--- config.mk ---
export PLATFORM = sky130hd
export DESIGN_NAME = ram_port_arbiter
export DESIGN_NICKNAME = d
export VERILOG_FILES = /design/src/rtl/ram_port_arbiter.sv
export SDC_FILE = /design/constraint.sdc
export NUM_CORES = 1
export LEC_CHECK = 0
export BUFFER_PORTS_ARGS = -buffer_cell sky130_fd_sc_hd__buf_4
export CORE_UTILIZATION = 50
export DETAILED_ROUTE_END_ITERATION = 10
export PLACE_DENSITY = 0.85
export SLEW_MARGIN = 20
export SYNTH_ARGS = -nofsm -noshare
export SYNTH_HDL_FRONTEND = slang
export SYNTH_SLANG_ARGS = --single-unit
export TNS_END_PERCENT = 5
--- constraint.sdc ---
create_clock -name clk -period 2.7 [get_ports clk]
set_clock_uncertainty 0.2 [all_clocks]
set_input_delay 0 -clock clk [delete_from_list [all_inputs] [get_ports clk]]
set_output_delay 0 -clock clk [all_outputs]
set_load 0.03 [all_outputs]
--- src/rtl/ram_port_arbiter.sv ---
// Two-requester arbiter for the single read/write port of the program/data RAM.
// Optional round-robin arbitration is enabled by defining RAM_ARB_RR_EN.
//
// state  | meaning
// IDLE   | waiting for a request; winner's gnt driven combinationally
// ACCESS | ram_en high for one cycle, read data captured on exit
// DONE   | winner's done pulse visible, no grants

module ram_port_arbiter #(
   parameter int ADDR_WIDTH = 8,
   parameter int DATA_WIDTH = 32,
   parameter int MAX_WAIT   = 4
) (
   input  logic                  clk,
   input  logic                  rst,
   input  logic                  m0_req,
   input  logic                  m0_we,
   input  logic [ADDR_WIDTH-1:0] m0_addr,
   input  logic [DATA_WIDTH-1:0] m0_wdata,
   output logic                  m0_gnt,
   output logic                  m0_done,
   output logic [DATA_WIDTH-1:0] m0_rdata,
   input  logic                  m1_req,
   input  logic                  m1_we,
   input  logic [ADDR_WIDTH-1:0] m1_addr,
   input  logic [DATA_WIDTH-1:0] m1_wdata,
   output logic                  m1_gnt,
   output logic                  m1_done,
   output logic [DATA_WIDTH-1:0] m1_rdata,
   output logic                  ram_en,
   output logic                  ram_we,
   output logic [ADDR_WIDTH-1:0] ram_addr,
   output logic [DATA_WIDTH-1:0] ram_wdata,
   input  logic [DATA_WIDTH-1:0] ram_rdata
);

   typedef enum logic [1:0] {
      ST_IDLE   = 2'd0,
      ST_ACCESS = 2'd1,
      ST_DONE   = 2'd2
   } state_t;

   localparam logic [3:0] MAX_WAIT_C = 4'(MAX_WAIT);

   state_t                state_q, state_d;
   logic                  sel_q, sel_d;
   logic [3:0]            wait_cnt_q, wait_cnt_d;
   logic                  ram_en_q, ram_en_d;
   logic                  ram_we_q, ram_we_d;
   logic [ADDR_WIDTH-1:0] ram_addr_q, ram_addr_d;
   logic [DATA_WIDTH-1:0] ram_wdata_q, ram_wdata_d;
   logic                  m0_done_q, m0_done_d;
   logic                  m1_done_q, m1_done_d;
   logic [DATA_WIDTH-1:0] m0_rdata_q, m0_rdata_d;
   logic [DATA_WIDTH-1:0] m1_rdata_q, m1_rdata_d;
`ifdef RAM_ARB_RR_EN
   logic                  last_q, last_d;
`endif

   logic any_req;
   logic pick1;
   logic grant_ok;

   // Arbitration: pick1 selects port 1 as the winner of this IDLE cycle.
   always_comb begin
      any_req  = m0_req | m1_req;
`ifdef RAM_ARB_RR_EN
      pick1    = m1_req & (~m0_req | ~last_q);
`else
      pick1    = m1_req & (~m0_req | (wait_cnt_q == MAX_WAIT_C));
`endif
      grant_ok = (state_q == ST_IDLE) & ~rst;
      m0_gnt   = grant_ok & m0_req & ~pick1;
      m1_gnt   = grant_ok & pick1;
   end

   always_comb begin
      state_d     = state_q;
      sel_d       = sel_q;
      ram_en_d    = ram_en_q;
      ram_we_d    = ram_we_q;
      ram_addr_d  = ram_addr_q;
      ram_wdata_d = ram_wdata_q;
      m0_done_d   = 1'b0;
      m1_done_d   = 1'b0;
      m0_rdata_d  = m0_rdata_q;
      m1_rdata_d  = m1_rdata_q;
`ifdef RAM_ARB_RR_EN
      last_d      = last_q;
`endif

      unique case (state_q)
         ST_IDLE: begin
            if (any_req) begin
               ram_en_d    = 1'b1;
               ram_we_d    = pick1 ? m1_we    : m0_we;
               ram_addr_d  = pick1 ? m1_addr  : m0_addr;
               ram_wdata_d = pick1 ? m1_wdata : m0_wdata;
               sel_d       = pick1;
               state_d     = ST_ACCESS;
`ifdef RAM_ARB_RR_EN
               last_d      = pick1;
`endif
            end
         end
         ST_ACCESS: begin
            if (sel_q) begin
               m1_done_d = 1'b1;
               if (!ram_we_q) m1_rdata_d = ram_rdata;
            end else begin
               m0_done_d = 1'b1;
               if (!ram_we_q) m0_rdata_d = ram_rdata;
            end
            ram_en_d = 1'b0;
            ram_we_d = 1'b0;
            state_d  = ST_DONE;
         end
         ST_DONE: begin
            state_d = ST_IDLE;
         end
         default: begin
            state_d = ST_IDLE;
         end
      endcase
   end

   // Aging counter for port 1; only advances while port 1 is denied in IDLE.
   always_comb begin
`ifdef RAM_ARB_RR_EN
      wait_cnt_d = 4'd0;
`else
      wait_cnt_d = wait_cnt_q;
      if (!m1_req || m1_gnt) begin
         wait_cnt_d = 4'd0;
      end else if ((state_q == ST_IDLE) && (wait_cnt_q < MAX_WAIT_C)) begin
         wait_cnt_d = wait_cnt_q + 4'd1;
      end
`endif
   end

   always_ff @(posedge clk) begin
      if (rst) begin
         state_q     <= ST_IDLE;
         sel_q       <= 1'b0;
         wait_cnt_q  <= 4'd0;
         ram_en_q    <= 1'b0;
         ram_we_q    <= 1'b0;
         ram_addr_q  <= '0;
         ram_wdata_q <= '0;
         m0_done_q   <= 1'b0;
         m1_done_q   <= 1'b0;
         m0_rdata_q  <= '0;
         m1_rdata_q  <= '0;
`ifdef RAM_ARB_RR_EN
         last_q      <= 1'b1;
`endif
      end else begin
         state_q     <= state_d;
         sel_q       <= sel_d;
         wait_cnt_q  <= wait_cnt_d;
         ram_en_q    <= ram_en_d;
         ram_we_q    <= ram_we_d;
         ram_addr_q  <= ram_addr_d;
         ram_wdata_q <= ram_wdata_d;
         m0_done_q   <= m0_done_d;
         m1_done_q   <= m1_done_d;
         m0_rdata_q  <= m0_rdata_d;
         m1_rdata_q  <= m1_rdata_d;
`ifdef RAM_ARB_RR_EN
         last_q      <= last_d;
`endif
      end
   end

   assign ram_en    = ram_en_q;
   assign ram_we    = ram_we_q;
   assign ram_addr  = ram_addr_q;
   assign ram_wdata = ram_wdata_q;
   assign m0_done   = m0_done_q;
   assign m1_done   = m1_done_q;
   assign m0_rdata  = m0_rdata_q;
   assign m1_rdata  = m1_rdata_q;

endmodule

# [Yosys cells after proc, flatten, opt, wreduce, memory -nomap -nowiden]
# Index checks and enable logic that the tools add are counted.
[classes] addsub=1 n_lt_le_gt_ge=1 n_eq_ne=3 muxes=11 bitwise=13 n_reduce_logical=11
[ops] op="$mux W32" n=1
[ops] op="$mux W8" n=1
[ops] op="$not A1 Y1" n=6
[ops] op="$reduce_and A3 Y1" n=2
[ops] op="$and A1 B1 Y1" n=5
[ops] op="$mux W1" n=5
[ops] op="$add A4 B1 Y4 const B" n=1
[ops] op="$eq A4 B3 Y1 const B" n=1
[ops] op="$lt A4 B3 Y1 const B" n=1
[ops] op="$pmux W1 S2" n=2
[ops] op="$pmux W2 S2" n=1
[ops] op="$reduce_and A2 Y1" n=2
[ops] op="$reduce_or A2 Y1" n=2
[ops] op="$eq A2 B1 Y1 const B" n=1
[ops] op="$logic_not A2 Y1" n=1
[ops] op="$mux W2" n=1
[ops] op="$ne A2 B2 Y1 const B" n=1
[ops] op="$or A1 B1 Y1" n=2
[ops] op="$reduce_bool A2 Y1" n=1
[ops] op="$logic_and A1 B1 Y1" n=1
[ops] op="$logic_not A1 Y1" n=1
[ops] op="$logic_or A1 B1 Y1" n=1
[totals] ff_bits=115 output_inout_bits=110

# [Logic depth before layout (Yosys ltp)]
[depth] word_depth=6 depth_mapped=7 mapped_depth_nobuf=5

# [Least setup slack after synthesis]
# No wires, ideal clock.
[synth_path] path_kind="flip-flop to flip-flop" startpoint="register wait_cnt_q[0]" endpoint="register wait_cnt_q[0]" setup_ns=0.143 t_arrival_ns=1.449 slack_ns=0.908 path_stages_with_launch=8 n_path_buf=2 cell_sequence="dfxtp_1 -> inv_1 -> ha_1 -> nand4b_4 -> buf_6 -> buf_6 -> a21boi_2 -> nor3_1"
[synth_via] elab_chain_cells=6 word_cells_on_any_way=9
[synth_lines] item="start, declared" line_no="47" text="logic [3:0] wait_cnt_q, wait_cnt_d;"
[synth_lines] item="start signal, assigned" line_no="160" text="wait_cnt_q <= wait_cnt_d;"
[synth_lines] item="$eq A4 B3 Y1" line_no="70" text="pick1 = m1_req & (~m0_req | (wait_cnt_q == MAX_WAIT_C));"
[synth_lines] item="$or A1 B1 Y1" line_no="70"
[synth_lines] item="$and A1 B1 Y1" line_no="70"
[synth_lines] item="$and A1 B1 Y1" line_no="74" text="m1_gnt = grant_ok & pick1;"
[synth_lines] item="via m1_gnt" line_no="27" text="output logic m1_gnt,"
[synth_lines] item="$logic_or A1 B1 Y1" line_no="133" text="if (!m1_req || m1_gnt) begin"
[synth_lines] item="$reduce_or A2 Y1 (no line)"
# The timed path passes the listed nets, and every way through them passes these cells.
# A chain may end at the register's enable or synchronous reset.

# [Worst setup path in the final report]
[layout_path] startpoint="register state_q[1]" endpoint="register ram_wdata_q[0] (netlist: ram_wdata[0])"
[layout_via] elab_chain_cells=2
[layout_lines] item="start, declared" line_no="45" text="state_t state_q, state_d;"
[layout_lines] item="start signal, assigned" line_no="158" text="state_q <= state_d;"
[layout_lines] item="$logic_not A2 Y1" line_no="92" text="unique case (state_q)"
[layout_lines] item="$reduce_and A2 Y1 (no line)"
[layout_lines] item="end signal, assigned" line_no="164" text="ram_wdata_q <= ram_wdata_d;"
[layout_lines] item="end, declared" line_no="51" text="logic [DATA_WIDTH-1:0] ram_wdata_q, ram_wdata_d;"
# No other way between the ends.

==> run summary <==
Final Util: 0.8939
top cell type's share of synthesized area: 0.4686
largest net degree at the start of global routing: 54
Hold WS: 89.87 ps
cells after synthesis: 559
DRT antenna net count: 0
uppermost routed layer: met4
FP Rows: 35
final wirelength: 19590 um
dpl ws: 631.0 ps
initial antenna violation count: 0
final net count: 1000
max incr delay on CP: 580 ps
CTS tree: built
diode count: 0
CTS max path bufs: 2
CP Cell Sequence: nor2_1 > nand2_1 > buf_12 > o32a_1 > dlygate4sd3_1
Syn Area/Cell: 8.790 um^2
wire length on met1: 7233 um
Hold Path Class: input port to register
routed len/inst: 19.17 um
P&R area growth vs syn: 70.49%
number of port buffers: 227
Setup-failing EPs final: 0
Worst-Skew Late Latency: 510 ps
Mapped Nets: 679
Initial Utilization: 0.5243
Detailed Routing Iterations Pass 1: 5
number of flops mapped to enable cells by yosys: 0
vias in the first global route: 5837
area leader, netlist: dfxtp_1
slowest cell on the critical path: dlygate4sd3_1
Critical Path Stages: 5
final worst path period need: 2608 ps
max frequency: 0.3834 GHz
Peak VDD IR: 0.5486 mV
gpl congestion: 0.7584
hold depth: 4
Clk pin slew, worst setup/hold paths: 60 ps
buffer type at the clock tree root: clkbuf_8
WP data arrival: 2800 ps
Core Region: 9371 um^2
WP data required: 2900 ps
post-DP HPWL: 9513 um
die area: 10230 um^2
Slew Limit Headroom: 0.5584
Worst Path Buf+Inv: 2
post-synthesis register bit count: 115
global-route congestion overflow total: 0
Setup CP Type: register to register
Die Y: 101.1 um
H-Tree Depth: 4
synth warn: 0
Max Cap Violations: 0
ratio of routed vias to standard cells: 5.647
I/O pins: 228
status: completed
Final Max Slew Viols: 0
CP Capture Type: register
GR Util All Layers: 0.3696
die width: 101.1 um
final number of hold-violating endpoints: 0
RSZ-0062 raised after global routing: false
worst setup slack after layout: 91.50 ps
most frequent cell after synthesis: nand2_1
CTS buffer count: 17
Cell Area, Synth: 4913 um^2
final worst path period share: 0.9661
Synth cell types: 36
CP Launch Type: register
top post-synthesis cells by area: dfxtp_1 (47%), nand2_1 (9.9%), o32a_1 (8.1%)
Top Family by Delay on Critical Path: buffers and inverters
post-synthesis async set-or-reset flop share: 0
Post-route DRC: 0
vias: 5771
register area share after synthesis: 0.4686
power per cell area: 643.2 nW/um^2
clk sinks: 115
top cells by count, synth: nand2_1 (130), dfxtp_1 (115), a21oi_1 (65)
commonest register cell after synthesis: dfxtp_1
setup_tns: 0 ps
Reg2Reg Depth: 5
metal3 WL: 1650 um
Met2 Wirelength: 10010 um
share of cells above drive strength 1: 0.3147
Slew @ Worst Pin: 662.4 ps
Worst Path Max Fanout: 29
first-pass GRT wire length: 29200 um
DRT iter0 DRCs: 365
Static Leak: 3.708 nW
-- flip-flops by register name (all words and copies together) (netlist names) --
signal / count
m0_done: 1
wait_cnt_q: 4
ram_we: 1
m1_done: 1
m1_rdata: 32
state_q: 2
ram_wdata: 32
m0_rdata: 32
sel_q: 1
ram_en: 1
ram_addr: 8
-- power breakdown --
| group | switching (mW) | total [mW] | internal, mW |
|---|---|---|---|
| sequential | 0.0923 | 1.92 | 1.83 |
| combinational | 0.641 | 1.26 | 0.623 |
| clock | 0.853 | 2.20 | 1.35 |
-- final timing paths --
| path | end | start | slack [ps] |
|---|---|---|---|
| hold reg to reg | m1_rdata[0] | m1_rdata[0] | 260 |
| setup / recovery | ram_wdata[0] | state_q[1] | 90 |
| hold / removal | m0_rdata[27] | ram_rdata[27] | 90 |
| setup reg to reg | ram_wdata[0] | state_q[1] | 90 |
-- through the flow --
stage               cell area, um^2  cells  total power [mW]
floorplan                      4913    559             2.523
global placement               6604    871             2.910
detailed placement             6604    871             2.933
CTS                            8347   1019             5.294
global route                   8377   1022             5.530
finish                         8377   1022             5.388
-- logic make-up (layout without fill, tap and decap cells) --
kind of cell	after synthesis	after routing	share of synthesized area
buffers and inverters	57	390	0.06443
adder cells (fa/ha/maj)	2	2	0.005092
XOR/XNOR	1	1	0.001783
AO/OA/AOI/OAI	151	151	0.2200
flip-flops	115	115	0.4686
multiplexers	1	1	0.002037
AND/OR/NAND/NOR	232	233	0.2381
-- cell usage in the layout, fill, tap and decap left out, drive strengths merged, types with 2 or more instances in the layout --
master	Yosys	layout
a21boi	41	41
a21oi	65	65
a31o	2	2
and2	3	3
and3	41	41
buf	34	239
bufinv	0	2
clkbuf	20	18
clkinv	0	5
clkinvlp	0	3
dfxtp	115	115
dlygate4sd3	0	116
ha	2	2
inv	3	7
nand2	130	130
nand4b	1	2
nor2	2	2
nor2b	40	40
nor3	5	5
o32a	40	40
-- worst register-to-register path: cells and delay by family, from the launching register on --
family,cells,cell delay (ps)
buf+inv,2,900
simple gates,2,600
flops,1,430
compound gates,1,360
-- timing repair --
action,in CTS,in global routing
hold endpoints to repair,109,0
resized for setup,0,0
buffers inserted,0,2
hold buffers,116,0
setup endpoints to repair,0,26
-- layer usage --
| metal | global-route usage | vias to the layer above |
|---|---|---|
| met4 | 0.1828 | 0 |
| met1 | 0.4093 | 2737 |
| li1 | - | 2596 |
| met2 | 0.6515 | 374 |
| met5 | 0 | - |
| met3 | 0.1035 | 64 |
-- cell type report --
class                           instances  area [um^2]
Timing Repair Buffer                  355         2993
Multi-Input combinational cell        388         2327
Sequential cell                       115         2302
Fill cell                             426        994.7
Clock buffer                           18        427.9
Tap cell                              129        161.4
Clock inverter                         14        153.9
Inverter                                3        11.26
Note: power is estimated with default switching activity, not from simulation.
